## src/rtl/hamming_pkg.sv

```systemverilog
// Shared helpers for the streaming Hamming encoder: parity-count sizing,
// data-bit placement and per-parity-bit coverage masks.
package hamming_pkg;

    localparam int DEF_DATA_W = 16;
    localparam int DEF_PAR_W  = 5;
    localparam int DEF_CW_W   = 21;

    // Smallest P such that 2**P >= K+P+1.
    function automatic int par_w(input int k);
        int p;
        p = 1;
        for (int i = 0; i < 8; i++) begin
            if ((1 << p) < (k + p + 1)) p++;
        end
        return p;
    endfunction

    function automatic bit is_pow2(input int i);
        return (i > 0) && ((i & (i - 1)) == 0);
    endfunction

    // Hamming position (1-based) of data bit idx, skipping power-of-two slots.
    function automatic int data_pos(input int idx);
        int pos;
        int seen;
        pos  = 0;
        seen = 0;
        for (int p = 3; p < 128; p++) begin
            if (!is_pow2(p) && (pos == 0)) begin
                if (seen == idx) pos = p;
                seen++;
            end
        end
        return pos;
    endfunction

    function automatic logic [63:0] par_mask(input int k, input int j);
        logic [63:0] mask;
        mask = '0;
        for (int i = 0; i < k; i++) begin
            if (((data_pos(i) >> j) & 1) == 1) mask[i] = 1'b1;
        end
        return mask;
    endfunction

endpackage

```

## src/rtl/hamming_encode_comb.sv

```systemverilog
// Pure combinational Hamming(N,K) encoder with optional SECDED overall parity MSB.
// Also used as a golden model by the decoder bench.
module hamming_encode_comb
    import hamming_pkg::*;
#(
    parameter  int DATA_W = 16,
    parameter  int SECDED = 0,
    localparam int PAR_W  = par_w(DATA_W),
    localparam int N_W    = DATA_W + PAR_W,
    localparam int CW_W   = N_W + SECDED
) (
    input  logic [DATA_W-1:0] data_i,
    output logic [CW_W-1:0]   code_o
);

    logic [N_W-1:0] ham;

    genvar i, j;
    generate
        for (i = 0; i < DATA_W; i++) begin : g_data
            assign ham[data_pos(i)-1] = data_i[i];
        end

        // Parity at position 2**j covers every data position with bit j set.
        for (j = 0; j < PAR_W; j++) begin : g_par
            localparam logic [DATA_W-1:0] MASK = DATA_W'(par_mask(DATA_W, j));
            assign ham[(1 << j)-1] = ^(data_i & MASK);
        end

        if (SECDED != 0) begin : g_secded
            assign code_o = {^ham, ham};
        end else begin : g_plain
            assign code_o = ham;
        end
    endgenerate

endmodule

```

## src/rtl/hamming_encoder_stream.sv

```systemverilog
// Streaming Hamming encoder: valid/ready input, encode, 2-entry registered FIFO,
// valid/ready output and a wrapping count of delivered codewords.
module hamming_encoder_stream
    import hamming_pkg::*;
#(
    parameter  int DATA_W = DEF_DATA_W,
    parameter  int SECDED = 0,
    parameter  int CNT_W  = 16,
    localparam int PAR_W  = par_w(DATA_W),
    localparam int CW_W   = DATA_W + PAR_W + SECDED
) (
    input  logic              clk,
    input  logic              rst,
    input  logic              in_valid,
    output logic              in_ready,
    input  logic [DATA_W-1:0] in_data,
    output logic              out_valid,
    input  logic              out_ready,
    output logic [CW_W-1:0]   out_code,
    output logic [CNT_W-1:0]  out_cnt
);

    logic [CW_W-1:0]  encCode;
    logic [CW_W-1:0]  mem0_q, mem1_q;
    logic             wrPtr_q, rdPtr_q;
    logic [1:0]       count_q, count_d;
    logic             full_q;
    logic [CNT_W-1:0] cnt_q;
    logic             push, pop;

    hamming_encode_comb #(
        .DATA_W (DATA_W),
        .SECDED (SECDED)
    ) u_encode (
        .data_i (in_data),
        .code_o (encCode)
    );

    // Full flag is registered so out_ready never reaches in_ready combinationally.
    assign in_ready  = !rst && !full_q;
    assign push      = in_valid && in_ready;
    assign out_valid = (count_q != 2'd0);
    assign pop       = out_valid && out_ready;
    assign out_code  = out_valid ? (rdPtr_q ? mem1_q : mem0_q) : '0;
    assign out_cnt   = cnt_q;

    always_comb begin
        count_d = count_q;
        if (push && !pop) begin
            count_d = count_q + 2'd1;
        end else if (pop && !push) begin
            count_d = count_q - 2'd1;
        end
    end

    always_ff @(posedge clk or posedge rst) begin
        if (rst) begin
            mem0_q  <= '0;
            mem1_q  <= '0;
            wrPtr_q <= 1'b0;
            rdPtr_q <= 1'b0;
            count_q <= 2'd0;
            full_q  <= 1'b0;
            cnt_q   <= '0;
        end else begin
            if (push) begin
                if (wrPtr_q) mem1_q <= encCode;
                else         mem0_q <= encCode;
                wrPtr_q <= !wrPtr_q;
            end
            if (pop) begin
                rdPtr_q <= !rdPtr_q;
                cnt_q   <= cnt_q + CNT_W'(1);
            end
            count_q <= count_d;
            full_q  <= (count_d == 2'd2);
        end
    end

endmodule
```

## config.mk

```make
export PLATFORM = sky130hd
export DESIGN_NAME = hamming_encoder_stream
export DESIGN_NICKNAME = d
export VERILOG_FILES = /design/src/rtl/hamming_pkg.sv /design/src/rtl/hamming_encode_comb.sv /design/src/rtl/hamming_encoder_stream.sv
export SDC_FILE = /design/constraint.sdc
export NUM_CORES = 1
export LEC_CHECK = 0
export CELL_PAD_IN_SITES_DETAIL_PLACEMENT = 2
export CELL_PAD_IN_SITES_GLOBAL_PLACEMENT = 2
export CORE_AREA = 8 8 103 105
export DETAILED_ROUTE_END_ITERATION = 7
export DIE_AREA = 0 0 111 113
export PLACE_DENSITY = 0.89
export SLEW_MARGIN = 15
export SYNTH_ARGS = -nofsm -noshare
export SYNTH_HDL_FRONTEND = slang
export SYNTH_SLANG_ARGS = --single-unit
```

## constraint.sdc

```tcl
create_clock -name clk -period 3.05 [get_ports clk]
set_input_delay 0.305 -clock clk [delete_from_list [all_inputs] [get_ports clk]]
set_output_delay 0.305 -clock clk [all_outputs]
set_load 0.05 [all_outputs]
```

==> run_results.csv <==
group,metric,value,unit
setup_path,crit_cells,4,
global_routing,grt_first_pass_wirelength,15500,um
final_layout,seqCellArea,1580,um^2
clocking,postCtsSetupRepairBufs,0,
placement,io_buffer_count,58,
synth,synth_seq_area_share,0.505,
sta,timing_hold_violations_final,0,
routing,wl_met1,3800,um
synth,number_of_flops_mapped_to_enable_cells_by_yosys,0,
setup_path,slowest_delay,740,ps
synth,post_synth.cell_area_avg,10.6,um^2
synth,ys_seq_elements,63,
sta,rsz0062_at_grt,"false",
global_routing,grt_overflow_total,0,
setup_path,timing.reg2reg.worst_path_depth,6,
global_routing,grt_pass1_vias,2826,
synth,synth-async-reset-ratio,1.00,
sta,setup_tns,0,ps
synth,main_combinational_cell_family_by_area_after_synthesis,"simple AND/OR/NAND/NOR gates",
synth,postSynthNetCount,318,
job,maxCapViolations,0,
routing,routed.top_layer,"met4",
setup_path,criticalPathCategory,"reg2out",
placement,place_hpwl,6270,um
synth,synthAdderAreaFrac,0.00801,
die,die_height,113,um
die,die_width,111,um
clocking,tritoncts,"yes",
power,power.ir.vdd_worst,519,uV
synth,ys.flop_type,"sky130_fd_sc_hd__dfrtp_1",
final_layout,area_growth_syn_to_layout,29.4,%
sta,finalCritPeriodShare,0.860,
hold_path,timing.hold.worst.class,"reg2reg",
routing,wirelength,9290,um
sta,achievable-frequency,381,MHz
routing,avgViaCountPerCell,5.02,
power,power_density,1220,nW/um^2
routing,routed-wl-met2,4970,um
routing,drt-initial-drc-count,56,
synth,post_synth_num_cell_types,35,
routing,routed-via-count,2373,
final_layout,nFillCells,937,
clocking,clock_path_buffers,2,
synth,synth.area.mux_share,0.137,
routing,routed_wire_length_per_instance,19.6,um
final_layout,finalCoreUtilization,0.450,
clocking,htree_levels,3,
sta,slew_viol_final,0,
die,fp.coreArea,8980,um^2
clocking,cts_made_buffers,9,
die,design.die.area,12500,um^2
synth,synth_simple_gate_area_frac,0.171,
synth,synth_compound_gate_area_share,0.0248,
sta,worst_pin_slew,849,ps
setup_path,cp_cell_sequence,"inv_1 -> ha_2 -> nor2_1 -> clkdlybuf4s50_1",
sta,maxSlewHeadroom,0.433,
synth,synthesis.yosys.warnings,0,
power,cellLeakagePower,1.89,nW
sta,clock_skew,9.89,ps
routing,detail_route.drc_violations,0,
global_routing,number_of_antenna_violations_at_the_first_check_in_global_routing,0,
clocking,ctsHoldBuffers,0,
synth,synth_area_leaders,"sky130_fd_sc_hd__dfrtp_1 50%, sky130_fd_sc_hd__nand2_1 8.4%, sky130_fd_sc_hd__xnor2_1 7.8%",
final_layout,antenna-diode-count,0,
routing,met3RoutedLength,398,um
setup_path,critPathCaptureType,"output port",
sta,finalSetupViolCount,0,
die,std_cell_rows,35,
clocking,worst_setup_hold_path_clk_slew,70,ps
die,ioPinCount,59,
global_routing,grt_max_degree,64,
final_layout,share_of_final_layout_standard_cells_stronger_than_drive_strength_1,0.108,
setup_path,critPathArrivalTime,2320,ps
setup_path,worst-endpoint-required,2740,ps
synth,synthDominantAreaCellType,"sky130_fd_sc_hd__dfrtp_1",
placement,place_congestion,0.740,
die,floorplan.initialDensity,0.348,
hold_path,hold_depth,2,
setup_path,crit_buf_inv,2,
synth,synth_xor_xnor_area_share,0.131,
global_routing,overall_routing_resource_usage,0.154,
final_layout,multi_input_area,1470,um^2
run_status,status,"complete, no violations",
setup_path,worstSetupStartpointType,"flop",
synth,synth_cells,296,
synth,synth_common_cells,"70 x sky130_fd_sc_hd__nand2_1, 63 x sky130_fd_sc_hd__dfrtp_1, 31 x sky130_fd_sc_hd__nor2_1",
final_layout,final_net_count,379,
routing,drt.antenna.violating_nets,0,
setup_path,cp_slowest_cell,"sky130_fd_sc_hd__clkdlybuf4s50_1",
routing,detail_route.first_pass.iterations,4,
clocking,clock-root-buffer,"sky130_fd_sc_hd__clkbuf_8",
synth,netlist.area_leader.share,0.505,
setup_path,cp_top_family,"buffers and inverters",
synth,netlist_area,3120,um^2
synth,yosysMostFrequentCell,"sky130_fd_sc_hd__nand2_1",
clocking,clock_latency,360,ps
clocking,cts.sinks,63,
setup_path,critical_path.max_fanout,25,
sta,layout_min_cycle_time,2620,ps
==> worst reg2reg max path: stages (launching register included) <==
cell and delay (ps):
sky130_fd_sc_hd__dfrtp_1 390, sky130_fd_sc_hd__inv_1 80, sky130_fd_sc_hd__ha_2 380, sky130_fd_sc_hd__nor2b_2 310
sky130_fd_sc_hd__nand2_1 130, sky130_fd_sc_hd__or4_4 540, sky130_fd_sc_hd__xnor2_2 140
==> metrics by stage <==
| step | hold WS (ps) | total power [mW] | instances | worst slack (ps) | cell area, um^2 |
|---|---|---|---|---|---|
| final | 479 | 4.93 | 473 | 427 | 4040 |
| after global routing | 522 | 5.21 | 473 | 289 | 4040 |
| after CTS | 488 | 5.00 | 473 | 371 | 4040 |
| after detailed placement | 471 | 4.08 | 457 | 430 | 3820 |
| after global placement | 457 | 3.95 | 457 | 537 | 3820 |
| after floorplan | 410 | 3.21 | 296 | 1180 | 3120 |
==> state kept, by name, summed over array words and instances, names as in the netlist <==
| name | cells |
|---|---|
| count_q | 2 |
| full_q | 1 |
| mem0_q | 21 |
| mem1_q | 21 |
| out_cnt | 16 |
| rdPtr_q | 1 |
| wrPtr_q | 1 |
==> final timing paths <==
path                                    end       start  slack, ps
worst min-delay path             mem0_q[19]  mem0_q[19]        480
worst min register to register   mem0_q[19]  mem0_q[19]        480
max in group asynchronous         mem1_q[4]         rst       1880
min in group asynchronous           wrPtr_q         rst        600
worst max-delay path            out_code[0]  count_q[0]        430
worst max register to register  out_cnt[15]  count_q[0]        960
==> cells by family (layout without fill, tap and decap cells) <==
logic type,after synthesis,after routing
AND/OR/NAND/NOR,122,122
adder cells (fa/ha/maj),2,2
AO/OA/AOI/OAI,14,14
flip-flops,63,63
buffers and inverters,17,83
XOR/XNOR,41,41
multiplexers,37,37
==> where the power goes <==
part           switching [mW]  leakage [nW]  internal [mW]
sequential              0.241         0.785           1.19
combinational            1.70         0.999          0.963
clock                   0.359         0.110          0.483
==> cell usage in the layout (no fill, tap or decap), drive strengths merged, types with 3 or more instances in the layout <==
master / n
buf: 4
clkbuf: 11
clkdlybuf4s50: 58
dfrtp: 63
inv: 5
mux2: 16
mux2i: 21
nand2: 71
nand3: 3
nand4: 4
nor2: 32
o21ai: 11
xnor2: 29
xnor3: 3
xor2: 9
==> final cells by class <==
type,instances,share of cell area
timing repair buffer,62,0.151
clock buffer,11,0.0350
sequential,63,0.390
inverter,5,0.00464
clock inverter,5,0.0201
tap,111,0.0344
multi-input combinational,216,0.365
==> timing repair <==
action	CTS	global route
gates resized for setup	1	0
endpoints found under the hold margin	0	0
endpoints found under the setup margin	2	0
==> routing by layer <==
metal / vias to the layer above / track usage
met1: 1221 / 0.168
met5: - / 0
li1: 1084 / -
met2: 58 / 0.281
met3: 10 / 0.0407
met4: 0 / 0.0586
(Power assumes the default switching activity.)
